## config.mk

```make
export PLATFORM = sky130hd
export DESIGN_NAME = prime_seq_ctrl_flat
export DESIGN_NICKNAME = d
export VERILOG_FILES = /design/src/rtl/prime_seq_ctrl_if.sv /design/src/rtl/prime_seq_ctrl.sv /design/src/flat_wrapper.sv
export SDC_FILE = /design/constraint.sdc
export NUM_CORES = 1
export LEC_CHECK = 0
export ABC_AREA = 0
export ABC_CLOCK_PERIOD_IN_PS = 8250
export BUFFER_PORTS_ARGS = -buffer_cell sky130_fd_sc_hd__clkbuf_2
export CELL_PAD_IN_SITES_DETAIL_PLACEMENT = 0
export CELL_PAD_IN_SITES_GLOBAL_PLACEMENT = 2
export CORE_UTILIZATION = 35
export DETAILED_ROUTE_END_ITERATION = 7
export PLACE_DENSITY = 0.74
export SYNTH_ARGS = -nofsm -noshare
export SYNTH_HDL_FRONTEND = slang
export SYNTH_SLANG_ARGS = --single-unit
```

## constraint.sdc

```tcl
create_clock -name clk -period 8.25 [get_ports clk]
set_input_delay 2.475 -clock clk [delete_from_list [all_inputs] [get_ports clk]]
set_output_delay 2.475 -clock clk [all_outputs]
set_load 0.01 [all_outputs]
```

## src/rtl/prime_seq_ctrl_if.sv

```systemverilog
// Handshake and result bus of the trial-division primality tester.
// The master modport drives requests; the slave modport is the tester side.
interface prime_seq_ctrl_if #(
    parameter int WIDTH = 8
);
    logic             start;
    logic [WIDTH-1:0] number;
    logic             abort;
    logic             ready;
    logic             done;
    logic             prime;
    logic [WIDTH-1:0] result_num;

    modport master (
        output start, number, abort,
        input  ready, done, prime, result_num
    );

    modport slave (
        input  start, number, abort,
        output ready, done, prime, result_num
    );
endinterface

```

## src/rtl/prime_seq_ctrl.sv

```systemverilog
// Multi-cycle trial-division primality tester built around one shared
// subtract/compare datapath: repeated subtraction stands in for a divider.
module prime_seq_ctrl #(
    parameter int WIDTH = 8
) (
    input logic              clk,
    input logic              rst_n,
    prime_seq_ctrl_if.slave  bus
);
    localparam logic [1:0] S_IDLE   = 2'd0;
    localparam logic [1:0] S_CHECK  = 2'd1;
    localparam logic [1:0] S_DIVIDE = 2'd2;
    localparam logic [1:0] S_DONE   = 2'd3;

    logic [1:0]         r_state;
    logic [WIDTH-1:0]   r_n;
    logic [WIDTH-1:0]   r_d;
    logic [WIDTH-1:0]   r_r;
    logic               r_prime;
    logic [WIDTH-1:0]   r_result_num;

    logic [2*WIDTH-1:0] w_d_sq;
    logic               w_sq_gt_n;
    logic               w_r_ge_d;
    logic               w_r_zero;

    // Square is formed at double width so d=2^(WIDTH/2) cannot wrap to 0.
    assign w_d_sq    = {{WIDTH{1'b0}}, r_d} * {{WIDTH{1'b0}}, r_d};
    assign w_sq_gt_n = w_d_sq > {{WIDTH{1'b0}}, r_n};
    assign w_r_ge_d  = r_r >= r_d;
    assign w_r_zero  = r_r == '0;

    always_ff @(posedge clk or negedge rst_n) begin
        if (!rst_n) begin
            r_state      <= S_IDLE;
            r_n          <= '0;
            r_d          <= '0;
            r_r          <= '0;
            r_prime      <= 1'b0;
            r_result_num <= '0;
        end else begin
            case (r_state)
                S_IDLE: begin
                    if (bus.start) begin
                        r_n          <= bus.number;
                        r_d          <= WIDTH'(2);
                        r_result_num <= bus.number;
                        if (bus.number < WIDTH'(2)) begin
                            r_prime <= 1'b0;
                            r_state <= S_DONE;
                        end else begin
                            r_state <= S_CHECK;
                        end
                    end
                end
                S_CHECK: begin
                    if (bus.abort) begin
                        r_state <= S_IDLE;
                    end else if (w_sq_gt_n) begin
                        r_prime <= 1'b1;
                        r_state <= S_DONE;
                    end else begin
                        r_r     <= r_n;
                        r_state <= S_DIVIDE;
                    end
                end
                S_DIVIDE: begin
                    // One subtraction per clock; the leftover decides divisibility.
                    if (bus.abort) begin
                        r_state <= S_IDLE;
                    end else if (w_r_ge_d) begin
                        r_r <= r_r - r_d;
                    end else if (w_r_zero) begin
                        r_prime <= 1'b0;
                        r_state <= S_DONE;
                    end else begin
                        r_d     <= r_d + WIDTH'(1);
                        r_state <= S_CHECK;
                    end
                end
                default: begin
                    r_state <= S_IDLE;
                end
            endcase
        end
    end

    assign bus.ready      = (r_state == S_IDLE);
    assign bus.done       = (r_state == S_DONE);
    assign bus.prime      = r_prime;
    assign bus.result_num = r_result_num;
endmodule

```

## src/flat_wrapper.sv

```systemverilog
// flat-port wrapper written by rule: the top's interface ports become plain ports
module prime_seq_ctrl_flat 
#(
    parameter int WIDTH = 8
)
  (clk, rst_n, bus_start, bus_number, bus_abort, bus_ready, bus_done, bus_prime, bus_result_num);
  prime_seq_ctrl_if #(.WIDTH(WIDTH)) bus_i ();
  input logic clk;
  input logic rst_n;
  input wire logic [$bits(bus_i.start)-1:0] bus_start;
  input wire logic [$bits(bus_i.number)-1:0] bus_number;
  input wire logic [$bits(bus_i.abort)-1:0] bus_abort;
  output wire logic [$bits(bus_i.ready)-1:0] bus_ready;
  output wire logic [$bits(bus_i.done)-1:0] bus_done;
  output wire logic [$bits(bus_i.prime)-1:0] bus_prime;
  output wire logic [$bits(bus_i.result_num)-1:0] bus_result_num;
  assign bus_i.start = bus_start;
  assign bus_i.number = bus_number;
  assign bus_i.abort = bus_abort;
  assign bus_ready = bus_i.ready;
  assign bus_done = bus_i.done;
  assign bus_prime = bus_i.prime;
  assign bus_result_num = bus_i.result_num;
  prime_seq_ctrl #(.WIDTH(WIDTH)) u_core (.clk(clk), .rst_n(rst_n), .bus(bus_i));
endmodule
```

==> metrics.cfg <==
[run_status]
status = finished clean

[drt]
post_drt_wl_per_cell_um = 16.3
wirelength_mm = 8.96
vias = 2802
drcViolationCount = 0
dr.pass1.iters = 4
ant_nets = 0
drtIter0Drc = 89
vias_per_cell = 5.09

[power_and_ir_drop]
power.internal_uw = 411
power.net_switching_uw = 369
clkPwrFrac = 0.104
netSwitchingFraction = 0.473
p_seq_frac = 0.302
pwr-share-comb = 0.595
power_density_nw_per_um2 = 207
p_leak_nw = 1.93
ir_drop_mv = 0.119

[die]
start_util = 0.358
num_io_pins = 23
dieHeight_um = 102
num_rows = 36
dieArea_sq_um = 10400
core-area_sq_um = 9730
die_w_um = 102

[setup_path]
arrival_ns = 6.81
critPathMaxStageDelay_ns = 0.56
worstPathMaxFanout = 8
critical_path.cell_chain = clkinv_1 -> nor2_1 -> ha_1 -> inv_1 -> fa_1 -> inv_1 -> ha_1 -> fa_1 -> fa_1 -> a21o_2 -> a21oi_1 -> xnor2_1 -> ha_1 -> nand4_1 -> or4b_1 -> a2111oi_0 -> nand4_1 -> or4_4 -> a21oi_4 -> mux2_4
cp_data_required_time_ns = 8.43
reg2reg_from = u_core.r_d[3]
r2r_cells = 20
cpMaxStageDelayCell = or4_4
reg2reg_to = u_core.r_r[5]
critPathCaptureType = flop
r2r_setup_slack_ns = 1.62
critical_path_class = reg2reg
cp.buffers_inverters = 3
critPathLaunchType = flop
crit_family = adder cells

[grt]
grt_max_degree = 28
grt.overflow.total = 0
groute.usage.overall = 0.194
antenna_found_initial = 0
grt_pass1_wl_mm = 15.1
grt_pass1_vias = 2800

[clock_network]
numCtsBuffers = 3
htreeDepth = 1
clock_latency_ns = 0.28
ctsHoldBuffers = 0
cts_resized = 0
cts_root_buf = clkbuf_8
clock_sinks = 27
clk_path_buf_depth = 2
clkTransAtPathRegs_ns = 0.11
cts_tree = built
post_cts_buffers = 0

[timing]
worst_pin_slew_ns = 0.921
setup_viol = 0
hold_viol_final = 0
slew_headroom = 0.386
fin_crit_sh = 0.804
setup_tns_ns = 0
timing.final.crit_period_ns = 6.63
rsz0062_at_grt = false
drv_slew = 0
finalClockSkew_ns = 0.00655
fmax_ghz = 0.151

[synthesis]
synthArstFlopShare = 1.00
synth_top_area_frac = 0.194
syn-cell-area_sq_um = 3480
syn_inst = 401
ys_seq_area_frac = 0.194
synth_nets = 486
synth_top_cell_by_area = dfrtp_1
synth-seq-cells = 27
synth_warnings = 0
synth_edf_count = 0
ys_types = 50
postSynthAreaPerCell_sq_um = 8.68
yosys-top-cells-area = dfrtp_1, ha_1, fa_1
dominantRegCellSynth = dfrtp_1

[final_layout]
fillers = 1067
area_growth_pct = 8.08
layout_commonest_cell = inv_1
stdcell_area_sq_um = 3760
layout-drive-gt1-share = 0.103
antenna_cells = 0
nets = 503
mostFrequentLayoutCells = inv_1, ha_1, nor2_1

[placement]
hpwlAfterDp_mm = 7.47
placed_area_sq_um = 3720
finalWeightedCongestion = 0.781
port_buffers = 22

[worst_hold_path]
whs_endpoint = u_core.r_state[1]
hold_path_depth = 1
min_from = u_core.r_state[0]
hold_class = reg2reg

[run]
maxCapViolCount = 0

[cell usage after synthesis (all sizes together) (3+ instances only)]
library cell,number
dfrtp,27
nand2,32
o31ai,3
buf,3
inv,57
o22ai,3
or2,3
a221oi,4
nor3,6
nand3,4
nor2b,3
a211oi,3
a21o,6
o21ai,18
nand2b,3
or3,4
fa,26
mux2i,5
nor2,45
ha,47
and3,5
clkinv,3
a21oi,19
and2,3
nand4,4
xor2,4
xnor2,18
mux2,9
nor4,8
clkbuf,7
[sequential cells by signal, summed over array words and instances, names as in the netlist]
register	count
u_core.r_d	8
u_core.r_n	8
u_core.r_r	8
u_core.r_state	2
u_core.bus.prime	1
[kinds of logic after synthesis]
group,Yosys count,share of synthesized area
AO/OA/AOI/OAI,69,0.133
XOR/XNOR,22,0.0553
adder cells (fa/ha/maj),73,0.318
buffers and inverters,70,0.0765
flip-flops,27,0.194
multiplexers,14,0.0499
AND/OR/NAND/NOR,126,0.173
[worst max-delay path by stage]
stage / startpoint / to / slack (ns) / cells after the start
floorplan: u_core.r_d[1] / u_core.r_r[2] / 2.32 / 19
global placement: u_core.r_d[3] / u_core.r_r[6] / 1.69 / 20
detailed placement: u_core.r_d[3] / u_core.r_r[3] / 1.57 / 20
CTS: u_core.r_d[3] / u_core.r_r[5] / 1.56 / 20
global route: u_core.r_d[3] / u_core.r_r[5] / 1.11 / 20
finish: u_core.r_d[3] / u_core.r_r[5] / 1.62 / 20
[worst register-to-register path: cells and delay by family, from the launching register on]
kind | cells | cell delay (ns)
compound gates | 4 | 1.22
fa+ha+maj | 6 | 2.30
buf+inv | 3 | 0.45
simple gates | 5 | 1.62
flops | 1 | 0.50
xor+xnor | 1 | 0.10
mux | 1 | 0.34
[power by group through the flow]
stage          sequential [mW]  combinational, mW  clock [mW]
2_1_floorplan            0.227              0.332           0
3_3_place_gp             0.239              0.469           0
3_5_place_dp             0.238              0.472           0
4_1_cts                  0.236              0.474      0.0839
5_1_grt                  0.243              0.530      0.0883
6_report                 0.235              0.464      0.0808
[metrics by stage]
stage	cells	setup slack (ns)	power, mW	util	hold WS [ns]
global placement	546	1.69	0.708	0.382	0.561
floorplan	401	2.32	0.559	-	0.506
finish	550	1.62	0.780	0.387	0.576
detailed placement	546	1.57	0.710	0.382	0.557
CTS	550	1.56	0.794	0.387	0.577
global route	550	1.11	0.861	0.387	0.603
[area by class of cell]
class                   instances  area (sq um)  share of cell area
flip-flops and latches         27           676               0.180
well taps                     133           166              0.0442
clock buffers                   3          41.3              0.0110
repair buffers                 22           110              0.0293
multi-input cells             304          2540               0.675
inverters                      60           225              0.0598
clock inverters                 1          5.00             0.00133
[routing by layer]
layer / up-vias / track usage / routed length (um)
li1: 1396 / - / -
met1: 1366 / 0.284 / 4420
met2: 34 / 0.312 / 4210
met3: 6 / 0.0179 / 253
met4: 0 / 0.0334 / 74
met5: - / 0 / 0
No activity file was read; power rests on OpenSTA's default activity.
